$ cat config.mk
export PLATFORM = sky130hd
export DESIGN_NAME = guess_scorer
export DESIGN_NICKNAME = d
export VERILOG_FILES = /design/src/rtl/scorer_pkg.sv /design/src/rtl/edge_pulse.sv /design/src/rtl/guess_scorer.sv
export SDC_FILE = /design/constraint.sdc
export NUM_CORES = 1
export LEC_CHECK = 0
export ABC_AREA = 1
export CORE_ASPECT_RATIO = 1.25
export CORE_MARGIN = 5
export CORE_UTILIZATION = 45
export DETAILED_ROUTE_END_ITERATION = 16
export PLACE_DENSITY = 0.69
export REMOVE_ABC_BUFFERS = 1
export SYNTH_ARGS = -nofsm -noshare
export SYNTH_HDL_FRONTEND = slang
export SYNTH_SLANG_ARGS = --single-unit
$ cat constraint.sdc
create_clock -name CLOCK_50 -period 2.62 [get_ports CLOCK_50]
set_input_delay 0.524 -clock CLOCK_50 [delete_from_list [all_inputs] [get_ports CLOCK_50]]
set_output_delay 0.524 -clock CLOCK_50 [all_outputs]
set_load 0.03 [all_outputs]
$ cat src/rtl/scorer_pkg.sv
// rtl/scorer_pkg.sv - shared types, constants and helpers for the guess scorer
package scorer_pkg;

    localparam int SHAPE_W_DEF = 3;
    localparam int NUM_SLOTS   = 4;

    typedef logic [SHAPE_W_DEF-1:0] shape_t;

    localparam shape_t SHAPE_NONE = '0;

    typedef enum logic [1:0] {
        IDLE    = 2'd0,
        EXACT   = 2'd1,
        PARTIAL = 2'd2,
        DONE    = 2'd3
    } score_state_t;

    // Number of set bits in a four-slot match mask
    function automatic logic [2:0] popcount4(input logic [3:0] v);
        popcount4 = 3'(v[0]) + 3'(v[1]) + 3'(v[2]) + 3'(v[3]);
    endfunction

endpackage

$ cat src/rtl/edge_pulse.sv
// rtl/edge_pulse.sv - two-flop synchroniser with registered rising-edge pulse
module edge_pulse (
    input  logic CLOCK_50,
    input  logic reset,
    input  logic din,
    output logic pulse
);

    logic sync1;
    logic sync2;
    logic prev;

    // Synchronise the raw button, then emit one registered pulse per rising edge
    always_ff @(posedge CLOCK_50 or posedge reset) begin
        if (reset) begin
            sync1 <= 1'b0;
            sync2 <= 1'b0;
            prev  <= 1'b0;
            pulse <= 1'b0;
        end else begin
            sync1 <= din;
            sync2 <= sync1;
            prev  <= sync2;
            pulse <= sync2 & ~prev;
        end
    end

endmodule

$ cat src/rtl/guess_scorer.sv
// rtl/guess_scorer.sv - loads a four-slot guess and scores it against the master pattern
module guess_scorer
    import scorer_pkg::*;
#(
    parameter int MAX_GUESSES = 8,
    parameter int SHAPE_W     = SHAPE_W_DEF
) (
    input  logic               CLOCK_50,
    input  logic               reset,
    input  logic               resetMaster,
    input  logic [SHAPE_W-1:0] master0,
    input  logic [SHAPE_W-1:0] master1,
    input  logic [SHAPE_W-1:0] master2,
    input  logic [SHAPE_W-1:0] master3,
    input  logic               masterLoaded,
    input  logic               gamePlaying,
    input  logic [SHAPE_W-1:0] GuessShape,
    input  logic [1:0]         GuessLocation,
    input  logic               LoadGuessNow,
    input  logic               ScoreGuess,
    output logic [SHAPE_W-1:0] guess0,
    output logic [SHAPE_W-1:0] guess1,
    output logic [SHAPE_W-1:0] guess2,
    output logic [SHAPE_W-1:0] guess3,
    output logic               guessLoaded,
    output logic [2:0]         numZzz,
    output logic [2:0]         numZnarly,
    output logic               scoreValid,
    output logic [3:0]         guessCount,
    output logic               gameWon,
    output logic               gameOver,
    output logic               busy
);

    localparam logic [3:0] MAX_G = 4'(MAX_GUESSES);
    localparam logic [SHAPE_W-1:0] EMPTY = SHAPE_W'(SHAPE_NONE);

    logic load_pulse;
    logic score_pulse;

    score_state_t state;

    logic [SHAPE_W-1:0] guess_r  [NUM_SLOTS];
    logic [SHAPE_W-1:0] master_a [NUM_SLOTS];

    logic [3:0] exact;
    logic [3:0] used_g;
    logic [3:0] used_m;
    logic [3:0] pidx;
    logic [1:0] pi;
    logic [1:0] pj;
    logic [2:0] zzz_acc;
    logic [2:0] znarly_acc;
    logic [3:0] count_next;
    logic       won_next;
    logic       load_ok;
    logic       score_ok;

    edge_pulse u_load_edge (
        .CLOCK_50 (CLOCK_50),
        .reset    (reset),
        .din      (LoadGuessNow),
        .pulse    (load_pulse)
    );

    edge_pulse u_score_edge (
        .CLOCK_50 (CLOCK_50),
        .reset    (reset),
        .din      (ScoreGuess),
        .pulse    (score_pulse)
    );

    // Gather the master slots and publish the guess slots
    always_comb begin
        master_a[0] = master0;
        master_a[1] = master1;
        master_a[2] = master2;
        master_a[3] = master3;
        guess0      = guess_r[0];
        guess1      = guess_r[1];
        guess2      = guess_r[2];
        guess3      = guess_r[3];
    end

    // Per-slot exact matches, full-guess flag and busy indication
    always_comb begin
        guessLoaded = 1'b1;
        for (int i = 0; i < NUM_SLOTS; i++) begin
            exact[i] = (guess_r[i] == master_a[i]);
            if (guess_r[i] == EMPTY) begin
                guessLoaded = 1'b0;
            end
        end
        busy = (state != IDLE);
    end

    // Acceptance conditions, scan indices and the values committed at DONE
    always_comb begin
        load_ok    = load_pulse && gamePlaying && masterLoaded && !gameOver
                     && (guess_r[GuessLocation] == EMPTY);
        score_ok   = score_pulse && gamePlaying && guessLoaded && !gameOver;
        pi         = pidx[3:2];
        pj         = pidx[1:0];
        count_next = (guessCount < MAX_G) ? guessCount + 4'd1 : guessCount;
        won_next   = gameWon | (zzz_acc == 3'd4);
    end

    // Guess storage, scoring FSM and game bookkeeping
    always_ff @(posedge CLOCK_50 or posedge reset) begin
        if (reset) begin
            state      <= IDLE;
            for (int i = 0; i < NUM_SLOTS; i++) guess_r[i] <= EMPTY;
            used_g     <= '0;
            used_m     <= '0;
            pidx       <= '0;
            zzz_acc    <= '0;
            znarly_acc <= '0;
            numZzz     <= '0;
            numZnarly  <= '0;
            scoreValid <= 1'b0;
            guessCount <= '0;
            gameWon    <= 1'b0;
            gameOver   <= 1'b0;
        end else if (resetMaster) begin
            state      <= IDLE;
            for (int i = 0; i < NUM_SLOTS; i++) guess_r[i] <= EMPTY;
            used_g     <= '0;
            used_m     <= '0;
            pidx       <= '0;
            zzz_acc    <= '0;
            znarly_acc <= '0;
            numZzz     <= '0;
            numZnarly  <= '0;
            scoreValid <= 1'b0;
            guessCount <= '0;
            gameWon    <= 1'b0;
            gameOver   <= 1'b0;
        end else begin
            scoreValid <= 1'b0;
            case (state)
                IDLE: begin
                    if (load_ok) begin
                        guess_r[GuessLocation] <= GuessShape;
                    end
                    if (score_ok) begin
                        state <= EXACT;
                    end
                end
                EXACT: begin
                    // Exact hits consume their guess and master slot before the pair scan
                    used_g     <= exact;
                    used_m     <= exact;
                    zzz_acc    <= popcount4(exact);
                    znarly_acc <= '0;
                    pidx       <= '0;
                    state      <= PARTIAL;
                end
                PARTIAL: begin
                    if (!used_g[pi] && !used_m[pj] && (guess_r[pi] == master_a[pj])) begin
                        used_g[pi] <= 1'b1;
                        used_m[pj] <= 1'b1;
                        znarly_acc <= znarly_acc + 3'd1;
                    end
                    pidx <= pidx + 4'd1;
                    if (pidx == 4'd15) begin
                        state <= DONE;
                    end
                end
                DONE: begin
                    numZzz     <= zzz_acc;
                    numZnarly  <= znarly_acc;
                    scoreValid <= 1'b1;
                    for (int i = 0; i < NUM_SLOTS; i++) guess_r[i] <= EMPTY;
                    guessCount <= count_next;
                    gameWon    <= won_next;
                    gameOver   <= won_next || (count_next == MAX_G);
                    state      <= IDLE;
                end
                default: state <= IDLE;
            endcase
        end
    end

endmodule
==> results.json <==
{
  "timing.final.crit_share_pct": 92.2,
  "synth_warnings": 0,
  "wire_per_inst_um": 13.9,
  "nNetsFinal": 514,
  "dr.pass1.iters": 5,
  "drive_gt1_share_pct": 4.81,
  "grt.total_usage_pct": 19.1,
  "die_x_um": 84.8,
  "numPlacedInstances": 560,
  "detailed_place_hpwl_mm": 6.11,
  "clkTransAtPathRegs_ps": 100,
  "crit_path_end_kind": "primary output",
  "cts_tree": "built",
  "maxCapViolations": 0,
  "hold_ws_ps": 359,
  "fmax_mhz": 414,
  "design_area_mm2": 0.00384,
  "tns_ps": 0,
  "grt.overflow.total": 0,
  "cts-root-buf": "clkbuf_8",
  "post-cts-setup-buffers": 0,
  "ant_nets": 0,
  "antennaDiodeCount": 0,
  "core_area_mm2": 0.00689,
  "critPathArrivalTime_ps": 1890,
  "hold_buffers": 0,
  "criticalPathCategory": "reg -> out",
  "postLayoutSetupSlackWorst_ps": 205,
  "pre_cts_ws_ps": -40.4,
  "cts_made_buffers": 5,
  "synth_seq_cells": 53,
  "via_count": 2910,
  "hold_class": "reg -> reg",
  "use_met1_pct": 24.5,
  "grt_busiest_layer": "met2",
  "synth_cells": 425,
  "max_slew_margin_pct": 61.8,
  "wl_mm": 7.92,
  "worstSetupStartpointType": "flop",
  "p_leak_nw": 1.89,
  "post-route-min-period_ps": 2420,
  "power_mw": 2.81,
  "initial_utilization_pct": 45.6,
  "cts-resized-gates": 0,
  "use_met2_pct": 33.4,
  "drc": 0,
  "clk_latency_ps": 320,
  "postSynthAreaPerCell_um2": 7.40,
  "postLayoutCoreUtil_pct": 55.7,
  "ctsLongestPathBuffers": 2,
  "p_per_area_mw_per_mm2": 732,
  "h-tree-depth": 2,
  "clock_sinks": 53,
  "area_growth_pct": 22.1,
  "status": "finished clean",
  "ys_types": 28,
  "grt_util_met3_pct": 3.25,
  "ys_seq_area_share_pct": 42.2,
  "port_buffers": 50,
  "pin_count": 51,
  "ir_drop_mv": 0.357,
  "dr.first_iter.drc_count": 132,
  "cp_data_required_time_ps": 2100,
  "grt_max_degree": 28,
  "grt_pass1_vias": 2889,
  "finalSetupViolCount": 0,
  "synth_area_mm2": 0.00314,
  "place.gp.congestion": 0.889,
  "die_area_mm2": 0.00877,
  "dieHeight_um": 103,
  "vias_per_cell": 5.12,
  "drv_slew": 0,
  "finalNonFillerCells": 568,
  "skew_ps": 21.6,
  "rsz0062_at_grt": "no",
  "rows": 34,
  "tightest_slew_ps": 573,
  "dpl_cell_area_mm2": 0.00373,
  "worstPathMaxFanout": 4,
  "antenna_found_initial": 0,
  "grt_pass1_wl_mm": 13.6,
  "hold_viol_final": 0
}
## worst max-delay path, cell delays in order (launching register included)
cell	delay, ps
dfrtp_1	420
inv_1	100
ha_1	260
inv_1	120
clkdlybuf4s50_1	690
## logic make-up after synthesis
logic type | Yosys count | share of synthesized area (%)
flip-flops | 53 | 42.2
AO/OA/AOI/OAI | 48 | 8.72
XOR/XNOR | 14 | 3.90
AND/OR/NAND/NOR | 240 | 31.4
buffers and inverters | 57 | 8.40
adder cells (fa/ha/maj) | 13 | 5.41
## final timing paths
| kind | startpoint | to | slack (ps) | cells past startpoint |
|---|---|---|---|---|
| min in group asynchronous | reset | znarly_acc[0]$_DFFE_PP0P_ | 580 | 2 |
| max in group asynchronous | reset | pidx[2]$_DFFE_PP0P_ | 1490 | 3 |
| hold reg to reg | u_load_edge.sync1$_DFF_PP0_ | u_load_edge.sync2$_DFF_PP0_ | 360 | 0 |
| setup / recovery | state[0]$_DFFE_PP0P_ | busy | 200 | 4 |
| setup reg to reg | guess1[0]$_DFFE_PP0P_ | zzz_acc[1]$_DFFE_PP0P_ | 460 | 8 |
| hold / removal | u_load_edge.sync1$_DFF_PP0_ | u_load_edge.sync2$_DFF_PP0_ | 360 | 0 |
## cell usage after synthesis
cell type / number / area share, %
nand2_1: 150 / 18
dfrtp_1: 53 / 42
nand3_1: 42 / 6.7
inv_1: 40 / 4.8
nor2_1: 34 / 4.1
o21ai_0: 32 / 5.1
ha_1: 12 / 4.8
xnor2_1: 11 / 3.1
nor3_1: 6 / 0.96
buf_4: 5 / 1.2
o211ai_1: 5 / 1.2
buf_6: 4 / 1.4
a211oi_1: 3 / 0.72
inv_2: 3 / 0.36
nand2_2: 3 / 0.60
nand4_1: 3 / 0.60
xor2_1: 3 / 0.84
a21oi_1: 2 / 0.32
a22o_1: 2 / 0.56
clkbuf_1: 2 / 0.24
clkinv_1: 2 / 0.24
o22ai_1: 2 / 0.40
buf_2: 1 / 0.16
fa_1: 1 / 0.64
nor2_4: 1 / 0.36
o21ai_1: 1 / 0.16
o221ai_1: 1 / 0.28
or2_2: 1 / 0.20
## area by class of cell
cell class,instances,area (um^2)
Clock buffer,6,72.6
Clock inverter,2,38.8
Fill cell,669,3050
Inverter,45,169
Multi-Input combinational cell,315,1550
Sequential cell,53,1330
Tap cell,90,113
Timing Repair Buffer,57,566
## cells in the final DEF, fill, tap and decap left out, types with 4 or more instances in the layout
master / netlist / routed
nand2_1: 150 / 150
dfrtp_1: 53 / 53
clkdlybuf4s50_1: 0 / 50
nand3_1: 42 / 42
inv_1: 40 / 39
nor2_1: 34 / 34
o21ai_0: 32 / 32
ha_1: 12 / 12
xnor2_1: 11 / 11
nor3_1: 6 / 6
buf_4: 5 / 6
o211ai_1: 5 / 5
clkbuf_8: 0 / 5
inv_2: 3 / 4
## flip-flops by register name (all words and copies together) (netlist names), 2 cells and up
signal / cells
used_g: 4
numZzz: 3
numZnarly: 3
guess0: 3
zzz_acc: 3
guess3: 3
guess2: 3
guess1: 3
znarly_acc: 3
used_m: 4
pidx: 4
guessCount: 4
state: 2
## metal layers
metal  vias up  part of all wire [%]
li1       1462                     -
met1      1369                    45
met4         0                   1.1
met2        70                    50
met5         -                     0
met3         9                   4.1
## power by group
| part | internal [mW] | switching [mW] | total (mW) |
|---|---|---|---|
| registers | 0.941 | 0.159 | 1.10 |
| clock network | 0.287 | 0.278 | 0.566 |
| logic | 0.420 | 0.721 | 1.14 |
Note: power is estimated with default switching activity, not from simulation.
==> patch 1, RTL diff (config.mk and constraints unchanged) <==
Register the output `guess0`, cleared by the reset; this adds one clock of latency there. The other outputs are not delayed to match.
--- a/src/rtl/guess_scorer.sv
+++ b/src/rtl/guess_scorer.sv
@@ -34,6 +34,8 @@
 
     localparam logic [3:0] MAX_G = 4'(MAX_GUESSES);
     localparam logic [SHAPE_W-1:0] EMPTY = SHAPE_W'(SHAPE_NONE);
+
+    logic [SHAPE_W-1:0] guess0_d;
 
     logic load_pulse;
     logic score_pulse;
@@ -76,7 +78,7 @@
         master_a[1] = master1;
         master_a[2] = master2;
         master_a[3] = master3;
-        guess0      = guess_r[0];
+        guess0_d    = guess_r[0];
         guess1      = guess_r[1];
         guess2      = guess_r[2];
         guess3      = guess_r[3];
@@ -181,4 +183,12 @@
         end
     end
 
+    always_ff @(posedge CLOCK_50 or posedge reset) begin
+        if (reset) begin
+            guess0 <= '0;
+        end else begin
+            guess0 <= guess0_d;
+        end
+    end
+
 endmodule
Function: changed (Yosys sat finds a counterexample within 10 cycles, from zero or initial values and one cycle with reset high).
==> patch 1 against the original RTL <==
Global-route usage decreased by 0.12 points; hold slack got worse by 3.3 ps; synthesized cell count decreased by 0.47%; sequential share of layout area increased by 1.3 points; worst setup slack got worse by 29 ps; combinational power decreased by 9.6%; first-iteration DRC count increased by 59%; sequential cell count increased by 3; routed wire length increased by 1.9%; cell count decreased by 0.18%; total power decreased by 0.28%; final area increased by 1.8%; critical path type unchanged; core utilization increased by 0.65 points; largest power group is now registers; area after synthesis increased by 1.8%.
==> patch 1: results (changes against the original RTL) <==
- Comb pwr share: 36.7% (was 40.6%)
- Pre-CTS WS: -110 ps (was -40.4 ps)
- Worst Setup EP: guessLoaded (was busy)
- FF-to-FF End: zzz_acc[1] (unchanged)
- Sw frac: 39.3% (was 41.3%)
- Final #Nets: 513 (was 514)
- DR iter-0 viols: 210 (was 132)
- Leak pwr: 1.95 nW (was 1.89 nW)
- Adder-cell area share of the yosys netlist: 5.32% (was 5.41%)
- R2r setup slk: 400 ps (was 460 ps)
- Least-Margin Pin Slew: 554 ps (was 573 ps)
- Vias/cell: 5.12 (about the same)
- Synth Area in XOR/XNOR: 4.11% (was 3.90%)
- Max frequency: 409 MHz (was 414 MHz)
- First-pass GRT wire length: 13.7 mm (was 13.6 mm)
- Clock group: 0.603 mW (was 0.566 mW)
- Status: complete, no violations (unchanged)
- Detailed Routing Iterations Pass 1: 4 (was 5)
- Clock Skews: 14.3 ps (was 21.6 ps)
- HPWL Detailed: 6.23 mm (was 6.11 mm)
- Reg-to-Reg Start: guess0_d[2] (was guess1[0])
- Seq/Total Area, Yosys: 43.8% (was 42.2%)
- Synth top area cells: dfrtp_1 44%, nand2_1 17%, nand3_1 6.7% (was dfrtp_1 42%, nand2_1 18%, nand3_1 6.7%)
- Most frequent cells after synthesis: 142 x nand2_1, 56 x dfrtp_1, 44 x inv_1, 43 x nand3_1, 32 x nor2_1 (was 150 x nand2_1, 53 x dfrtp_1, 42 x nand3_1, 40 x inv_1, 34 x nor2_1)
- Gpl congestion: 0.943 (was 0.889)
- Cell internal pwr: 1.70 mW (was 1.65 mW)
- CTS buffer count: 5 (unchanged)
- Crit Path Max Fanout: 6 (was 4)
- Largest net degree at the start of global routing: 26 (was 28)
- Maximum vdd ir drop: 0.000300 V (was 0.000357 V)
- Wire length after detailed routing: 8.07 mm (was 7.92 mm)
- CP startpoint: guess3[2] (was state[0])
- Synth Area in Compound Gates: 8.80% (was 8.72%)
- Total track usage: 19.0% (was 19.1%)
- Vias in the first global route: 2,957 (was 2,889)
-- patch 1: changes by cell type after synthesis, sizes merged, moves of 2 or more --
cell,change
nor2,-2
o21ai,-2
dfrtp,+3
nor3,+2
inv,+5
nand2,-9
xnor2,+2
-- patch 1: final cells by class --
type                    count  area, um^2
clock buffers               6        82.6
clock inverters             2        38.8
fillers                   666        3030
inverters                  49         184
multi-input cells         307        1530
flip-flops and latches     56        1400
well taps                  90         113
repair buffers             57         553
-- patch 1: layer usage --
layer  vias to the layer above  global-route usage [%]  wire [um]
met3                        20                    3.41        386
li1                       1451                       -          -
met1                      1351                    24.1       3550
met2                        82                    31.4       3940
met4                         0                    7.92        201
met5                         -                       0          0
-- patch 1: how the worst min path moves through the flow --
| stage | start | to | slack [ps] |
|---|---|---|---|
| 2_1_floorplan | u_load_edge.sync1 | u_load_edge.sync2 | 330 |
| 3_3_place_gp | u_score_edge.sync1 | u_score_edge.sync2 | 330 |
| 3_5_place_dp | u_score_edge.sync1 | u_score_edge.sync2 | 330 |
| 4_1_cts | u_score_edge.sync1 | u_score_edge.sync2 | 360 |
| 5_1_grt | u_score_edge.sync1 | u_score_edge.sync2 | 370 |
| 6_report | u_score_edge.sync1 | u_score_edge.sync2 | 360 |
-- patch 1: critical path, cell delays in order, from the launching register on --
cell and delay [ps]:
dfrtp_1 530, inv_1 70, nand2_1 90, nand4_1 170, inv_1 90, clkdlybuf4s50_1 660
-- patch 1: kinds of logic after synthesis --
group | count (synthesis)
simple gates | 231
buf+inv | 60
flops | 56
compound gates | 48
xor+xnor | 15
fa+ha+maj | 13
-- patch 1: stage by stage --
stage                     util (%)  std cells  area, um^2
final                         56.3        567        3910
after floorplan                  -        412        3120
after detailed placement      54.6        559        3780
after global placement        54.6        559        3780
after global routing          56.3        567        3910
after CTS                     56.3        567        3910
==> patch 2, RTL diff (same flow settings) <==
Without the edit above. Change the package constant `SHAPE_W_DEF` from 3 to 5.
--- a/src/rtl/scorer_pkg.sv
+++ b/src/rtl/scorer_pkg.sv
@@ -1,7 +1,7 @@
 // rtl/scorer_pkg.sv - shared types, constants and helpers for the guess scorer
 package scorer_pkg;
 
-    localparam int SHAPE_W_DEF = 3;
+    localparam int SHAPE_W_DEF = 5;
     localparam int NUM_SLOTS   = 4;
 
     typedef logic [SHAPE_W_DEF-1:0] shape_t;
Interface: changed (9 resized); port bits go from 51 to 69. No check against the original RTL was run, so the function may have changed too.
==> patch 2 against the original RTL <==
Clock skew fell by 10 ps; critical path type is now in2reg; area after synthesis rose by 27%; synthesized cell count rose by 34%; largest power group unchanged; final area rose by 31%; via count rose by 37%; routed wire length rose by 45%; total power rose by 34%; sequential cell count rose by 8; die area rose by 24%; critical path depth rose by 5; worst setup slack got worse by 10 ps; sequential power rose by 15%.
==> patch 2: results (changes against the original RTL) <==
- H-tree Lvls: 3 (was 2)
- Adder-cell area share of the yosys netlist: 4.28% (was 5.41%)
- Synth Area in Compound Gates: 6.73% (was 8.72%)
- Most frequent cells after synthesis: 226 x nand2_1, 61 x dfrtp_1, 50 x nor2_1, 48 x inv_1, 48 x nand3_1 (was 150 x nand2_1, 53 x dfrtp_1, 42 x nand3_1, 40 x inv_1, 34 x nor2_1)
- Clock latency on the worst-skew pair: 360 ps (was 320 ps)
- Layout cells sized above 1: 7.60% (was 4.81%)
- Clk buf depth: 2 (unchanged)
- Crit path launch type: primary input (was flip-flop)
- Wire per inst: 14.8 um (was 13.9 um)
- Seq/Total Area, Yosys: 38.4% (was 42.2%)
- Largest net degree at the start of global routing: 26 (was 28)
- CTS buffer count: 9 (was 5)
- Least-Margin Pin Slew: 534 ps (was 573 ps)
- Max frequency: 412 MHz (was 414 MHz)
- Total track usage: 22.5% (was 19.1%)
- Yosys cell types: 33 (was 28)
- Hold crit path type: reg2reg (unchanged)
- Clock Skews: 11.2 ps (was 21.6 ps)
- Synth top area cells: dfrtp_1 38%, nand2_1 21%, nand3_1 6.0% (was dfrtp_1 42%, nand2_1 18%, nand3_1 6.7%)
- Pre-CTS WS: -217 ps (was -40.4 ps)
- Final #Nets: 700 (was 514)
- Synth Area in XOR/XNOR: 3.74% (was 3.90%)
- Buffers on Ports: 68 (was 50)
- Status: complete, no violations (unchanged)
- CP startpoint: master3[1] (was state[0])
- Vias in the first global route: 3,888 (was 2,889)
- HPWL Detailed: 8.70 mm (was 6.11 mm)
- Maximum vdd ir drop: 0.000385 V (was 0.000357 V)
- Worst Reg-to-Reg Cells: 8 (unchanged)
- First-pass GRT wire length: 18.9 mm (was 13.6 mm)
- Via count: 3,979 (was 2,910)
- Cts repair resizes: 1 (was 0)
- R2r setup slk: 300 ps (was 460 ps)
- Gpl congestion: 0.946 (was 0.889)
- Worst Setup EP: zzz_acc[1] (was busy)
- Reg-to-Reg Start: guess3[0] (was guess1[0])
- DR iter-0 viols: 190 (was 132)
- Critical Path AT: 2670 ps (was 1890 ps)
- Clock transition at path regs: 80 ps (was 100 ps)
- Leak pwr: 2.64 nW (was 1.89 nW)
- Crit Path Max Fanout: 3 (was 4)
## patch 2: final cells by class
cell class                      count  area [um^2]
Multi-Input combinational cell    437         2100
Tap cell                          120          150
Fill cell                         832         3610
Timing Repair Buffer               92          872
Clock inverter                      7         73.8
Inverter                           52          198
Clock buffer                        9          124
Sequential cell                    61         1530
## patch 2: through the flow
stage / instances / TNS, ps / hold slack [ps] / cell area, um^2
after floorplan: 550 / 0 / 331 / 3820
after global placement: 762 / -89.3 / 336 / 4840
after detailed placement: 762 / -398 / 340 / 4840
after CTS: 778 / 0 / 356 / 5040
after global routing: 778 / 0 / 372 / 5040
final: 778 / 0 / 354 / 5040
## patch 2: worst min path at each step
stage / slack [ps] / startpoint / endpoint
finish: 350 / u_score_edge.sync1 / u_score_edge.sync2
global route: 370 / u_score_edge.sync1 / u_score_edge.sync2
CTS: 360 / u_score_edge.sync1 / u_score_edge.sync2
detailed placement: 340 / u_score_edge.sync1 / u_score_edge.sync2
global placement: 340 / u_score_edge.sync1 / u_score_edge.sync2
floorplan: 330 / u_load_edge.sync1 / u_load_edge.sync2
## patch 2: power by group
| part | switching [mW] | internal, mW | total, mW |
|---|---|---|---|
| sequential | 0.191 | 1.07 | 1.26 |
| clock | 0.438 | 0.444 | 0.881 |
| combinational | 1.02 | 0.595 | 1.62 |
## patch 2: worst max-delay path, stage by stage
cell and delay, ps:
clkdlybuf4s50_1 500, nor2_1 60, nor3_1 300, and3_1 240
fa_1 430, ha_1 200, ha_1 270, nand3_1 80
o21ai_0 80
## patch 2: layer usage
metal  vias to the layer above  part of all wire (%)  GRT usage [%]
met3                        19                   4.8           4.12
met1                      1846                    42           27.1
met2                       120                    51           39.8
met5                         -                     0              0
li1                       1994                     -              -
met4                         0                   1.5           8.57
